**src/rtl/aes32_cmac_tag_check.sv**
```systemverilog
// Captures the 8-word dual-stream CMAC tag after a DONE rising edge and checks both streams
// against a writable expected-tag store. Define CMAC_TAG_ERRCNT_EN to add the ERR_CNT output.
module aes32_cmac_tag_check #(
  parameter int unsigned DLY = 1
) (
  input  logic        CLK,
  input  logic        RST_N,
  input  logic        DONE,
  input  logic [31:0] DOUT,
  input  logic        EXP_WE,
  input  logic        EXP_SEL,
  input  logic [1:0]  EXP_IDX,
  input  logic [31:0] EXP_DIN,
  input  logic [2:0]  TLEN,
  output logic        BUSY,
  output logic        VALID,
  output logic        PASS1,
  output logic        PASS2,
  output logic        OVERRUN
`ifdef CMAC_TAG_ERRCNT_EN
  ,
  output logic [7:0]  ERR_CNT
`endif
);

  localparam int unsigned WORD_W = 32;
  localparam int unsigned CNT_W  = 3;
  localparam int unsigned WAIT_W = 2;
  localparam int unsigned TLEN_W = 3;
  localparam logic [WAIT_W-1:0] WAIT_LAST = WAIT_W'((DLY > 1) ? DLY - 1 : 1);

  typedef enum logic [1:0] {
    S_IDLE,
    S_WAIT,
    S_CAP,
    S_RESULT
  } state_e;

  state_e                      state_q;
  logic                        done_q;
  logic [CNT_W-1:0]            cnt_q;
  logic [WAIT_W-1:0]           wait_q;
  logic [TLEN_W-1:0]           tlen_q;
  logic                        mism1_q;
  logic                        mism2_q;
  logic [1:0][3:0][WORD_W-1:0] exp_q;

  logic              rise_c;
  logic [TLEN_W-1:0] tlen_eff_c;
  logic              cmp_en_c;
  logic              word_bad_c;
  logic              mism1_d;
  logic              mism2_d;

  // Edge detect, length clamp and per-word compare of the word on DOUT this cycle
  always_comb begin
    rise_c     = DONE & ~done_q;
    tlen_eff_c = TLEN;
    if (TLEN == TLEN_W'(0) || TLEN > TLEN_W'(4)) begin
      tlen_eff_c = TLEN_W'(4);
    end
    cmp_en_c   = {1'b0, cnt_q[1:0]} < tlen_q;
    word_bad_c = cmp_en_c && (DOUT != exp_q[cnt_q[2]][cnt_q[1:0]]);
    mism1_d    = mism1_q | (word_bad_c & ~cnt_q[2]);
    mism2_d    = mism2_q | (word_bad_c &  cnt_q[2]);
  end

  always_ff @(posedge CLK or negedge RST_N) begin
    if (!RST_N) begin
      state_q <= S_IDLE;
      done_q  <= 1'b0;
      cnt_q   <= '0;
      wait_q  <= '0;
      tlen_q  <= '0;
      mism1_q <= 1'b0;
      mism2_q <= 1'b0;
      exp_q   <= '0;
      BUSY    <= 1'b0;
      VALID   <= 1'b0;
      PASS1   <= 1'b0;
      PASS2   <= 1'b0;
      OVERRUN <= 1'b0;
    end else begin
      done_q <= DONE;
      VALID  <= 1'b0;
      if (rise_c && state_q != S_IDLE) begin
        OVERRUN <= 1'b1;
      end
      // The store is frozen while a capture is using it
      if (EXP_WE && !BUSY) begin
        exp_q[EXP_SEL][EXP_IDX] <= EXP_DIN;
      end
      case (state_q)
        S_IDLE: begin
          if (rise_c) begin
            tlen_q  <= tlen_eff_c;
            mism1_q <= 1'b0;
            mism2_q <= 1'b0;
            cnt_q   <= '0;
            wait_q  <= WAIT_W'(1);
            BUSY    <= 1'b1;
            state_q <= (DLY > 1) ? S_WAIT : S_CAP;
          end
        end
        S_WAIT: begin
          if (wait_q == WAIT_LAST) begin
            state_q <= S_CAP;
          end else begin
            wait_q <= wait_q + WAIT_W'(1);
          end
        end
        S_CAP: begin
          mism1_q <= mism1_d;
          mism2_q <= mism2_d;
          cnt_q   <= cnt_q + CNT_W'(1);
          if (cnt_q == CNT_W'(7)) begin
            state_q <= S_RESULT;
            BUSY    <= 1'b0;
            VALID   <= 1'b1;
            PASS1   <= ~mism1_d;
            PASS2   <= ~mism2_d;
          end
        end
        S_RESULT: state_q <= S_IDLE;
        default:  state_q <= S_IDLE;
      endcase
    end
  end

`ifdef CMAC_TAG_ERRCNT_EN
  logic [8:0] err_sum_c;

  // Failing streams of the just-finished capture, saturating at 255
  always_comb begin
    err_sum_c = {1'b0, ERR_CNT} + {8'd0, !PASS1} + {8'd0, !PASS2};
  end

  always_ff @(posedge CLK or negedge RST_N) begin
    if (!RST_N) begin
      ERR_CNT <= '0;
    end else if (state_q == S_RESULT) begin
      ERR_CNT <= (err_sum_c > 9'd255) ? 8'hFF : err_sum_c[7:0];
    end
  end
`endif

endmodule
```
**config.mk**
```make
export PLATFORM = sky130hd
export DESIGN_NAME = aes32_cmac_tag_check
export DESIGN_NICKNAME = d
export VERILOG_FILES = /design/src/rtl/aes32_cmac_tag_check.sv
export SDC_FILE = /design/constraint.sdc
export NUM_CORES = 1
export LEC_CHECK = 0
export BUFFER_PORTS_ARGS = -buffer_cell sky130_fd_sc_hd__buf_2
export CAP_MARGIN = 20
export CORE_UTILIZATION = 45
export CTS_CLUSTER_SIZE = 28
export DETAILED_ROUTE_END_ITERATION = 16
export HOLD_SLACK_MARGIN = 0.08
export PLACE_DENSITY = 0.67
export SLEW_MARGIN = 10
export SYNTH_ARGS = -nofsm -noshare
export SYNTH_HDL_FRONTEND = slang
export SYNTH_SLANG_ARGS = --single-unit
```
**constraint.sdc**
```tcl
create_clock -name CLK -period 7 [get_ports CLK]
set_input_delay 0.35 -clock CLK [delete_from_list [all_inputs] [get_ports CLK]]
set_output_delay 0.35 -clock CLK [all_outputs]
set_load 0.02 [all_outputs]
```
==> qor.txt <==
Relative slew slack: 24.0%
First-pass GRT wire length: 45400 µm
Final Setup Violations: 0
CTS tree: done
Worst path slowest cell: dfrtp_4
Count leader, synth: dfrtp_1
CP arrival: 4.00 ns
Die area: 28700 µm²
Rows: 60
Pwr/cell area: 469 nW/µm²
Setup WS post-layout: 3.38 ns
Synth top cells by count: 274 x dfrtp_1, 255 x mux2_2, 52 x mux4_2
Seq/Total Area, Yosys: 54.3%
Switching Share: 30.5%
GRT Total Usage: 20.8%
Fillers: 2295
Final Hold Fails: 0
Worst Path Required: 7.38 ns
Post_cts resized: 0
Post-synth EDFFs: 0
Worst slew pin tran: 1.14 ns
Ranking of synthesized cells by area: dfrtp_1 54%, mux2_2 23%, mux4_2 9.3%
N_diodes: 0
Mapped Avg Cell Area: 15.4 µm²
Routed wire length: 28500 µm
RSZ-0062 raised after global routing: false
Io pins: 79
Worst-path maximum fanout: 51
CTS Buf Count: 30
Skew final: 0.00750 ns
Layout cells sized above 1: 50.5%
Status: completed
Core Box Area: 27300 µm²
Via/cell ratio: 5.49
Final period utilization: 51.7%
GRT overflow: 0
Crit. End Element: flip-flop
Hold buffers post-CTS: 4
FF+latch count, synth: 274
Combinational Power Share: 33.9%
Synthesized area: 12600 µm²
DR DRC count: 0
Clk pin slew, worst setup/hold paths: 0.06 ns
Synth unique cells: 42
Startpoint class of the critical path: flip-flop
Drt wl/cell: 22.0 µm
Reg power frac: 42.5%
Starting Density: 46.3%
Leak: 0.00632 µW
1st-iter DRT viols: 467
YS warnings: 0
Crit path kind: reg -> reg
Buf+Inv Stages, Crit Path: 1
Max VDD drop: 220 µV
ANT nets after route: 0
Max cap viols: 0
Hold Crit Class: in -> reg
Mapped Nets: 901
Setup Buffers After CTS: 0
H-tree levels: 1
Die H: 170 µm
Port Buffers: 78
Vias post-DR: 7104
Area leader, netlist: dfrtp_1
Mapped Cells: 822
Clk network pwr share: 23.6%
FMAX: 0.276 GHz
Largest net degree at the start of global routing: 167
Post-synth top area share: 54.3%
Post-layout nets: 979
Clk Latency, worst-skew pair: 0.54 ns
CP peak stage delay: 1.08 ns
Setup_tns: 0 ns
Pins over their slew limit: 0
Main synth FF type: dfrtp_1
Dpl hpwl: 17900 µm
Switch Pwr: 2070 µW
Family with the most delay on the worst path: flip-flops
Final estimated routing congestion in global placement: 0.761
Die Width: 170 µm
Pre-CTS setup slack: 3.35 ns
Clock net sink count: 274
Pint: 4720 µW
Worst-path cell chain: buf_4 -> mux4_2 -> mux2i_1 -> xor2_1 -> o2111ai_1 -> nor4_2 -> and4_1 -> o41ai_2
Antenna violations before repair: 3
Number of global-route vias before repair: 7628
Async SR Flop Fraction: 100%
Layout Area Growth over Synthesis: 14.5%
Root Driver: clkbuf_16
Fin Hold WS: 0.136 ns
Bufs on Longest Clock Path: 3
Crit path time final: 3.62 ns
First-pass iteration count of the detailed router: 6
==> layout make-up <==
class	instances	area [µm²]	area share [%]
repair buffers	95	563	3.90
flip-flops and latches	274	6860	47.5
multi-input cells	495	5510	38.1
clock inverters	5	53.8	0.372
inverters	4	15.0	0.104
well taps	372	465	3.22
clock buffers	48	980	6.78
==> power groups by stage <==
stage / Sequential, µW / Clock (µW) / Combinational, µW
global route: 3000 / 1700 / 2510
detailed placement: 2910 / 0 / 2320
floorplan: 2640 / 0 / 2000
finish: 2880 / 1600 / 2300
global placement: 2890 / 0 / 2250
CTS: 2890 / 1640 / 2330
==> cells in the final DEF, fill, tap and decap left out, types with 2 or more instances in the layout <==
cell type and count:
o2111ai_1 3, nor2_1 4, ha_1 5, nand2_1 24
and3_1 4, dlygate4sd3_1 4, clkinv_2 3, clkbuf_1 3
nor4_2 2, nand2b_1 10, nand3_1 5, mux2i_1 47
clkbuf_8 14, dfrtp_2 2, nand3b_1 3, buf_12 2
o21ai_0 7, a221oi_2 2, nor2b_1 2, mux4_2 52
nor3b_2 2, clkbuf_16 31, buf_2 77, buf_4 11
nand4_1 3, xor2_1 25, dfrtp_1 271, mux2_1 2
nor4_1 2, a22oi_1 7, a22o_1 3, mux2_2 255
a21oi_1 6, xnor2_1 4, inv_1 4, or2_2 2
==> registers in the layout, summed over array words and instances (netlist names) <==
register / cells
BUSY: 1
OVERRUN: 1
PASS1: 1
PASS2: 1
VALID: 1
cnt_q: 3
done_q: 1
exp_q: 256
mism1_q: 1
mism2_q: 1
state_q: 2
tlen_q: 3
wait_q: 2
==> worst reg2reg max path, stage by stage, from the launching register on <==
cell,delay [ns]
dfrtp_4,1.08
buf_4,0.61
mux4_2,0.59
mux2i_1,0.20
xor2_1,0.17
o2111ai_1,0.24
nor4_2,0.22
and4_1,0.27
o41ai_2,0.08
==> per-stage QoR <==
stage	cells	cell area, µm²	total power, µW	utilization (%)
floorplan	822	12600	4640	-
global placement	1235	13400	5150	49.0
detailed placement	1236	13400	5230	49.1
CTS	1293	14500	6850	53.0
global route	1293	14500	7210	53.0
finish	1293	14500	6780	53.0
==> logic make-up (layout without fill, tap and decap cells) <==
| logic type | count (synthesis) | after routing | share of synthesized area, % |
|---|---|---|---|
| simple gates | 73 | 73 | 3.17 |
| flops | 274 | 274 | 54.3 |
| mux | 356 | 356 | 35.9 |
| fa+ha+maj | 5 | 5 | 0.495 |
| buf+inv | 53 | 152 | 2.23 |
| xor+xnor | 29 | 29 | 2.01 |
| compound gates | 32 | 32 | 1.88 |
==> worst paths after layout <==
kind	slack, ns	cells after the start	end	start
max	3.38	8	mism1_q	cnt_q[2]
min	0.14	2	exp_q[39]	EXP_DIN[7]
max reg2reg	3.38	8	mism1_q	cnt_q[2]
min reg2reg	0.47	1	OVERRUN	OVERRUN
max in group asynchronous	5.15	3	exp_q[137]	RST_N
min in group asynchronous	0.47	2	done_q	RST_N
==> per-layer routing <==
layer  wire length, µm  global-route usage (%)  share of wire, %  vias up
met5                48                       0              0.17        -
met4               575                    4.90               2.0        6
met3              1360                    3.33               4.8       45
met2             13400                    33.7                47      142
met1             13100                    29.5                46     3706
li1                  -                       -                 -     3205
No activity file was read; power rests on OpenSTA's default activity.
